===== config.mk =====
export PLATFORM = sky130hd
export DESIGN_NAME = fusion_cf_mc
export DESIGN_NICKNAME = d
export VERILOG_FILES = /design/src/rtl/fusion_cf_mc.sv
export SDC_FILE = /design/constraint.sdc
export NUM_CORES = 1
export LEC_CHECK = 0
export CAP_MARGIN = 20
export CORE_MARGIN = 2
export CORE_UTILIZATION = 38
export DETAILED_ROUTE_END_ITERATION = 8
export GPL_TIMING_DRIVEN = 0
export PLACE_DENSITY = 0.62
export REMOVE_ABC_BUFFERS = 1
export SETUP_SLACK_MARGIN = 0.3
export SYNTH_ARGS = -nofsm -noshare
export SYNTH_HDL_FRONTEND = slang
export SYNTH_SLANG_ARGS = --single-unit

===== constraint.sdc =====
create_clock -name clk -period 7.5 [get_ports clk]
set_input_delay 2.25 -clock clk [delete_from_list [all_inputs] [get_ports clk]]
set_output_delay 2.25 -clock clk [all_outputs]
set_load 0.05 [all_outputs]

===== src/rtl/fusion_cf_mc.sv =====
// Multi-channel complementary-filter fusion engine.
// Three-stage pipeline (operands, products, sum/saturate) with per-channel
// filter state, valid/ready backpressure and a same-channel hazard interlock.
module fusion_cf_mc #(
  parameter int unsigned W        = 16,
  parameter int unsigned NCH      = 4,
  parameter int unsigned AW       = 8,
  parameter int unsigned DT_SHIFT = 6,
  localparam int unsigned CHW     = $clog2(NCH)
) (
  input  logic                  clk,
  input  logic                  rst,
  input  logic                  s_valid,
  output logic                  s_ready,
  input  logic [CHW-1:0]        s_ch,
  input  logic signed [W-1:0]   s_accel,
  input  logic signed [W-1:0]   s_gyro,
  input  logic [AW-1:0]         alpha,
  output logic                  m_valid,
  input  logic                  m_ready,
  output logic [CHW-1:0]        m_ch,
  output logic signed [W-1:0]   m_angle,
  output logic                  m_sat
);

  // Product/sum width: holds alpha*pred + (2^AW-alpha)*accel without overflow.
  localparam int unsigned PW = W + AW + 2;

  localparam logic signed [W-1:0]  MAX_W  = {1'b0, {(W-1){1'b1}}};
  localparam logic signed [W-1:0]  MIN_W  = {1'b1, {(W-1){1'b0}}};
  localparam logic signed [PW-1:0] MAX_PW = {{(PW-W+1){1'b0}}, {(W-1){1'b1}}};
  localparam logic signed [PW-1:0] MIN_PW = {{(PW-W+1){1'b1}}, {(W-1){1'b0}}};

  // Per-channel filter state
  logic signed [W-1:0] state_q [NCH];
  logic signed [W-1:0] state_d [NCH];
  logic [NCH-1:0]      primed_q, primed_d;

  // S1: accepted sample plus state snapshot
  logic                s1_vld_q, s1_vld_d;
  logic [CHW-1:0]      s1_ch_q, s1_ch_d;
  logic signed [W-1:0] s1_accel_q, s1_accel_d;
  logic signed [W-1:0] s1_gyro_q, s1_gyro_d;
  logic [AW-1:0]       s1_alpha_q, s1_alpha_d;
  logic signed [W-1:0] s1_state_q, s1_state_d;
  logic                s1_primed_q, s1_primed_d;

  // S2: blend products
  logic                 s2_vld_q, s2_vld_d;
  logic [CHW-1:0]       s2_ch_q, s2_ch_d;
  logic                 s2_primed_q, s2_primed_d;
  logic signed [W-1:0]  s2_accel_q, s2_accel_d;
  logic signed [PW-1:0] s2_pa_q, s2_pa_d;
  logic signed [PW-1:0] s2_pb_q, s2_pb_d;

  // S3: output register
  logic                m_valid_q, m_valid_d;
  logic [CHW-1:0]      m_ch_q, m_ch_d;
  logic signed [W-1:0] m_angle_q, m_angle_d;
  logic                m_sat_q, m_sat_d;

  // Handshake / datapath intermediates
  logic                 adv_c, hazard_c, accept_c, drop_c;
  logic signed [W-1:0]  rd_state_c;
  logic                 rd_primed_c;
  logic signed [W-1:0]  gyro_dt_c;
  logic signed [W:0]    pred_c;
  logic [AW:0]          wb_c;
  logic signed [PW-1:0] pred_x_c, alpha_x_c, wb_x_c, accel_x_c;
  logic signed [PW-1:0] sum_c, res_c;
  logic signed [W-1:0]  out_angle_c;
  logic                 out_sat_c;

  // Stall, hazard interlock and accept qualification
  always_comb begin
    adv_c    = !m_valid_q || m_ready;
    hazard_c = s_valid && ((s1_vld_q && (s1_ch_q == s_ch)) ||
                           (s2_vld_q && (s2_ch_q == s_ch)));
    s_ready  = adv_c && !hazard_c;
    accept_c = s_valid && s_ready;
    drop_c   = ({1'b0, s_ch} >= (CHW+1)'(NCH));
  end

  // Read the addressed channel's state at accept time
  always_comb begin
    rd_state_c  = '0;
    rd_primed_c = 1'b0;
    for (int i = 0; i < NCH; i++) begin
      if (CHW'(i) == s_ch) begin
        rd_state_c  = state_q[i];
        rd_primed_c = primed_q[i];
      end
    end
  end

  // S1 load: out-of-range channels are accepted but never enter the pipe
  always_comb begin
    s1_vld_d    = s1_vld_q;
    s1_ch_d     = s1_ch_q;
    s1_accel_d  = s1_accel_q;
    s1_gyro_d   = s1_gyro_q;
    s1_alpha_d  = s1_alpha_q;
    s1_state_d  = s1_state_q;
    s1_primed_d = s1_primed_q;
    if (adv_c) begin
      s1_vld_d = accept_c && !drop_c;
      if (accept_c) begin
        s1_ch_d     = s_ch;
        s1_accel_d  = s_accel;
        s1_gyro_d   = s_gyro;
        s1_alpha_d  = alpha;
        s1_state_d  = rd_state_c;
        s1_primed_d = rd_primed_c;
      end
    end
  end

  // Prediction and blend products from the S1 operands
  always_comb begin
    gyro_dt_c = s1_gyro_q >>> DT_SHIFT;
    pred_c    = {s1_state_q[W-1], s1_state_q} + {gyro_dt_c[W-1], gyro_dt_c};
    wb_c      = (AW+1)'(2**AW) - {1'b0, s1_alpha_q};
    pred_x_c  = {{(PW-W-1){pred_c[W]}}, pred_c};
    alpha_x_c = {{(PW-AW){1'b0}}, s1_alpha_q};
    wb_x_c    = {{(PW-AW-1){1'b0}}, wb_c};
    accel_x_c = {{(PW-W){s1_accel_q[W-1]}}, s1_accel_q};
  end

  // S2 load
  always_comb begin
    s2_vld_d    = s2_vld_q;
    s2_ch_d     = s2_ch_q;
    s2_primed_d = s2_primed_q;
    s2_accel_d  = s2_accel_q;
    s2_pa_d     = s2_pa_q;
    s2_pb_d     = s2_pb_q;
    if (adv_c) begin
      s2_vld_d = s1_vld_q;
      if (s1_vld_q) begin
        s2_ch_d     = s1_ch_q;
        s2_primed_d = s1_primed_q;
        s2_accel_d  = s1_accel_q;
        s2_pa_d     = pred_x_c * alpha_x_c;
        s2_pb_d     = wb_x_c * accel_x_c;
      end
    end
  end

  // Sum, floor shift and saturate; unprimed channels pass accel through
  always_comb begin
    sum_c       = s2_pa_q + s2_pb_q;
    res_c       = sum_c >>> AW;
    out_angle_c = s2_accel_q;
    out_sat_c   = 1'b0;
    if (s2_primed_q) begin
      if (res_c > MAX_PW) begin
        out_angle_c = MAX_W;
        out_sat_c   = 1'b1;
      end else if (res_c < MIN_PW) begin
        out_angle_c = MIN_W;
        out_sat_c   = 1'b1;
      end else begin
        out_angle_c = res_c[W-1:0];
      end
    end
  end

  // Output register load
  always_comb begin
    m_valid_d = m_valid_q;
    m_ch_d    = m_ch_q;
    m_angle_d = m_angle_q;
    m_sat_d   = m_sat_q;
    if (adv_c) begin
      m_valid_d = s2_vld_q;
      if (s2_vld_q) begin
        m_ch_d    = s2_ch_q;
        m_angle_d = out_angle_c;
        m_sat_d   = out_sat_c;
      end
    end
  end

  // State write-back on the edge that loads the output register
  always_comb begin
    state_d  = state_q;
    primed_d = primed_q;
    if (adv_c && s2_vld_q) begin
      for (int i = 0; i < NCH; i++) begin
        if (CHW'(i) == s2_ch_q) begin
          state_d[i]  = out_angle_c;
          primed_d[i] = 1'b1;
        end
      end
    end
  end

  // All registers, asynchronous active-high reset
  always_ff @(posedge clk or posedge rst) begin
    if (rst) begin
      for (int i = 0; i < NCH; i++) state_q[i] <= '0;
      primed_q    <= '0;
      s1_vld_q    <= 1'b0;
      s1_ch_q     <= '0;
      s1_accel_q  <= '0;
      s1_gyro_q   <= '0;
      s1_alpha_q  <= '0;
      s1_state_q  <= '0;
      s1_primed_q <= 1'b0;
      s2_vld_q    <= 1'b0;
      s2_ch_q     <= '0;
      s2_primed_q <= 1'b0;
      s2_accel_q  <= '0;
      s2_pa_q     <= '0;
      s2_pb_q     <= '0;
      m_valid_q   <= 1'b0;
      m_ch_q      <= '0;
      m_angle_q   <= '0;
      m_sat_q     <= 1'b0;
    end else begin
      state_q     <= state_d;
      primed_q    <= primed_d;
      s1_vld_q    <= s1_vld_d;
      s1_ch_q     <= s1_ch_d;
      s1_accel_q  <= s1_accel_d;
      s1_gyro_q   <= s1_gyro_d;
      s1_alpha_q  <= s1_alpha_d;
      s1_state_q  <= s1_state_d;
      s1_primed_q <= s1_primed_d;
      s2_vld_q    <= s2_vld_d;
      s2_ch_q     <= s2_ch_d;
      s2_primed_q <= s2_primed_d;
      s2_accel_q  <= s2_accel_d;
      s2_pa_q     <= s2_pa_d;
      s2_pb_q     <= s2_pb_d;
      m_valid_q   <= m_valid_d;
      m_ch_q      <= m_ch_d;
      m_angle_q   <= m_angle_d;
      m_sat_q     <= m_sat_d;
    end
  end

  assign m_valid = m_valid_q;
  assign m_ch    = m_ch_q;
  assign m_angle = m_angle_q;
  assign m_sat   = m_sat_q;

endmodule

==> metrics.yaml <==
outcome: "finished, final reports clean"
cts_sinks: 214
ctsHoldBuffers: 0
drt_first_iter_violations: 980
cts-root-to-sink-buffers: 3
number_of_antenna_violations_at_the_first_check_in_global_routing: 0
post_dr_vias_cell: 5.255
synth-edff-count: 0
yosysWarningCount: 0
cts_tree: "yes"
layout_worst_path_cycle_share_pct: 92.55
fp.dieW_um: 240.6
yosys.area.top_type: "sky130_fd_sc_hd__dfrtp_1"
grt_first_pass_wirelength_um: 89090
synthTopCellsByArea: "sky130_fd_sc_hd__dfrtp_1, sky130_fd_sc_hd__fa_1, sky130_fd_sc_hd__ha_1"
route.top_layer_used: "met4"
worst_skew_pair.late_latency_ns: 0.55
route.antenna.remaining_nets: 0
minimum_clock_period_ns: 6.941
grt.total_usage_pct: 19.37
placement.io_buffers: 60
wl_met2_um: 27390
core_area_um2: 55200
grt.overflow.total: 0
total_area_of_multi_input_combinational_cells_um2: 14730
yosys.cell_count.top_type: "sky130_fd_sc_hd__nand2_1"
path_class: "reg -> reg"
drc: 0
synthFlopType: "sky130_fd_sc_hd__dfrtp_1"
place_congestion: 0.8888
final_setup_margin_ns: 0.5588
grt_pass1_vias: 16950
path_clk_slew_ns: 0.06
critical_path.endpoint_type: "flop"
dp_worst_setup_slack_ns: -0.8913
met1_length_um: 23490
finClkSkew_ns: 0.01085
rows: 86
holdCritPathClass: "reg -> reg"
final.fill_count: 5207
met3_wirelength_um: 2725
syn_inst: 2328
drive_above_1_share_pct: 10.97
layout-area-overhead-vs-synth_pct: 14.25
maximum_number_of_pins_on_one_net_before_global_route_repair: 125
synth.ff_latch_count: 214
ys_seq_area_share_pct: 25.17
worstPathArrival_ns: 7.42
max-slew-margin-rel_pct: 27.41
finalWirelength_um: 55710
area_enclosed_by_the_die_boundary_um2: 57910
finalMaxSlewViolations: 0
critical_path_fanouts_max: 8
report.final.setup_viol: 0
startpoint_types: "flop"
mappedNetlistArea_um2: 21280
drv.max_cap_violation_count: 0
ioPinCount: 67
fin_nets: 2798
floorplan.initialDensity_pct: 38.55
dp_hpwl_um: 40580
unrepaired_setup_endpoints_after_global_routing: "false"
yosysTopAreaCellShare_pct: 25.17
tightestPinTransition_ns: 1.086
hold_viol: 0
timing.fmax_ghz: 0.1441
htree_num_levels: 1
diodes_inserted: 0
drt_pass1_iterations: 5
register_area_um2: 5369
vias: 16480
ys_top_cells_by_count: "sky130_fd_sc_hd__nand2_1, sky130_fd_sc_hd__inv_1, sky130_fd_sc_hd__fa_1, sky130_fd_sc_hd__dfrtp_1, sky130_fd_sc_hd__nor2_1"
route.detailed.wl_per_inst_um: 17.77
cts_root_buffer: "sky130_fd_sc_hd__clkbuf_16"
per_instance_average_area_after_synthesis_um2: 9.141
synth_async_sr_flop_share_pct: 100.0
synth_cell_type_count: 66
worst_ep_required_time_ns: 7.98
cts_made_buffers: 26
die_y_um: 240.6
-- flip-flops by register name (all words and copies together) (netlist names), 2 cells and up --
register / flops
m_angle: 16
m_ch: 2
primed_q: 4
s1_accel_q: 16
s1_alpha_q: 8
s1_ch_q: 2
s1_gyro_q: 10
s1_state_q: 16
s2_accel_q: 16
s2_ch_q: 2
s2_pa_q: 26
s2_pb_q: 26
state_q: 64
-- placed cells by master (no fill, tap or decap), types with 8 or more instances in the layout --
master / count
sky130_fd_sc_hd__a21o_1: 25
sky130_fd_sc_hd__o21ai_0: 61
sky130_fd_sc_hd__mux4_2: 17
sky130_fd_sc_hd__buf_4: 44
sky130_fd_sc_hd__o211ai_1: 9
sky130_fd_sc_hd__o211ai_4: 8
sky130_fd_sc_hd__nand2_1: 318
sky130_fd_sc_hd__nand2b_1: 11
sky130_fd_sc_hd__ha_1: 147
sky130_fd_sc_hd__clkdlybuf4s50_1: 59
sky130_fd_sc_hd__xor2_1: 27
sky130_fd_sc_hd__inv_1: 316
sky130_fd_sc_hd__mux2_2: 54
sky130_fd_sc_hd__o21a_1: 14
sky130_fd_sc_hd__clkbuf_16: 26
sky130_fd_sc_hd__nor3_1: 17
sky130_fd_sc_hd__o31ai_1: 8
sky130_fd_sc_hd__xnor2_1: 41
sky130_fd_sc_hd__a211oi_1: 13
sky130_fd_sc_hd__and3_1: 8
sky130_fd_sc_hd__nand3_1: 33
sky130_fd_sc_hd__a21oi_1: 44
sky130_fd_sc_hd__nor2_1: 198
sky130_fd_sc_hd__a31oi_1: 86
sky130_fd_sc_hd__dfrtp_1: 207
sky130_fd_sc_hd__fa_1: 229
sky130_fd_sc_hd__nor2b_1: 30
sky130_fd_sc_hd__and2_1: 151
-- cell families after synthesis --
logic type | after synthesis | share of synthesized area (%)
simple gates | 813 | 17.56
mux | 72 | 4.704
fa+ha+maj | 382 | 30.61
compound gates | 340 | 11.05
buf+inv | 428 | 7.662
flops | 214 | 25.17
xor+xnor | 79 | 3.252
-- layer usage --
layer	GRT usage [%]	vias to the layer above
met4	7.416	0
met5	0	-
met1	25.07	8304
met2	33.48	422
met3	1.967	102
li1	-	7651
-- metrics by stage --
step	TNS (ns)	hold WS, ns	cells	utilization, %	area [µm²]
global route	0	0.4779	3136	44.04	24310
floorplan	-128.60	0.4287	2222	-	20860
CTS	0	0.4697	3110	43.41	23960
detailed placement	-5.194	0.4528	3050	41.22	22760
global placement	-820.33	0.4437	3030	40.57	22390
finish	0	0.4730	3136	44.04	24310
-- path summary, 6_finish.rpt --
path                            cells after the start          from             to  slack, ns
worst max register to register                     24  s1_gyro_q[7]    s2_pa_q[24]       0.56
worst max-delay path                               24  s1_gyro_q[7]    s2_pa_q[24]       0.56
worst min register to register                      1   primed_q[2]    primed_q[2]       0.47
max in group asynchronous                           3           rst  s1_alpha_q[1]       4.14
worst min-delay path                                1   primed_q[2]    primed_q[2]       0.47
min in group asynchronous                           2           rst  s1_accel_q[7]       2.19
-- timing repair --
| item | 4_1_cts | 5_1_grt |
|---|---|---|
| pin swaps | 13 | 31 |
| setup endpoints to repair | 23 | 12 |
| setup buffers | 14 | 26 |
| resized for setup | 49 | 35 |
-- layout make-up --
cell class | instances | share of cell area (%)
multi-input combinational | 1686 | 60.58
sequential | 214 | 22.08
inverter | 322 | 5.028
timing repair buffer | 120 | 4.982
tap | 748 | 3.850
clock buffer | 40 | 3.180
clock inverter | 6 | 0.2985
-- worst max-delay path, cell delays in order (launching register included) --
cell	delay [ns]
sky130_fd_sc_hd__dfrtp_1	0.40
sky130_fd_sc_hd__ha_1	0.29
sky130_fd_sc_hd__a21o_1	0.19
sky130_fd_sc_hd__a21oi_2	0.17
sky130_fd_sc_hd__o21ai_1	0.11
sky130_fd_sc_hd__a31oi_2	0.25
sky130_fd_sc_hd__o21ai_2	0.11
sky130_fd_sc_hd__o41a_1	0.42
sky130_fd_sc_hd__a41o_4	0.38
sky130_fd_sc_hd__or4b_2	0.66
sky130_fd_sc_hd__nand3_2	0.12
sky130_fd_sc_hd__fa_1	0.42
sky130_fd_sc_hd__fa_1	0.51
sky130_fd_sc_hd__fa_1	0.51
sky130_fd_sc_hd__inv_1	0.05
sky130_fd_sc_hd__fa_1	0.48
sky130_fd_sc_hd__inv_1	0.04
sky130_fd_sc_hd__ha_1	0.34
sky130_fd_sc_hd__a21o_1	0.18
sky130_fd_sc_hd__a21o_1	0.18
sky130_fd_sc_hd__nand2_1	0.09
sky130_fd_sc_hd__nand2_2	0.09
sky130_fd_sc_hd__o311a_1	0.37
sky130_fd_sc_hd__or4_1	0.41
sky130_fd_sc_hd__nand3_1	0.09
Power is left out: the tool's default activity adds up to more than one toggle a clock period on the data nets, which glitch-free logic cannot reach.
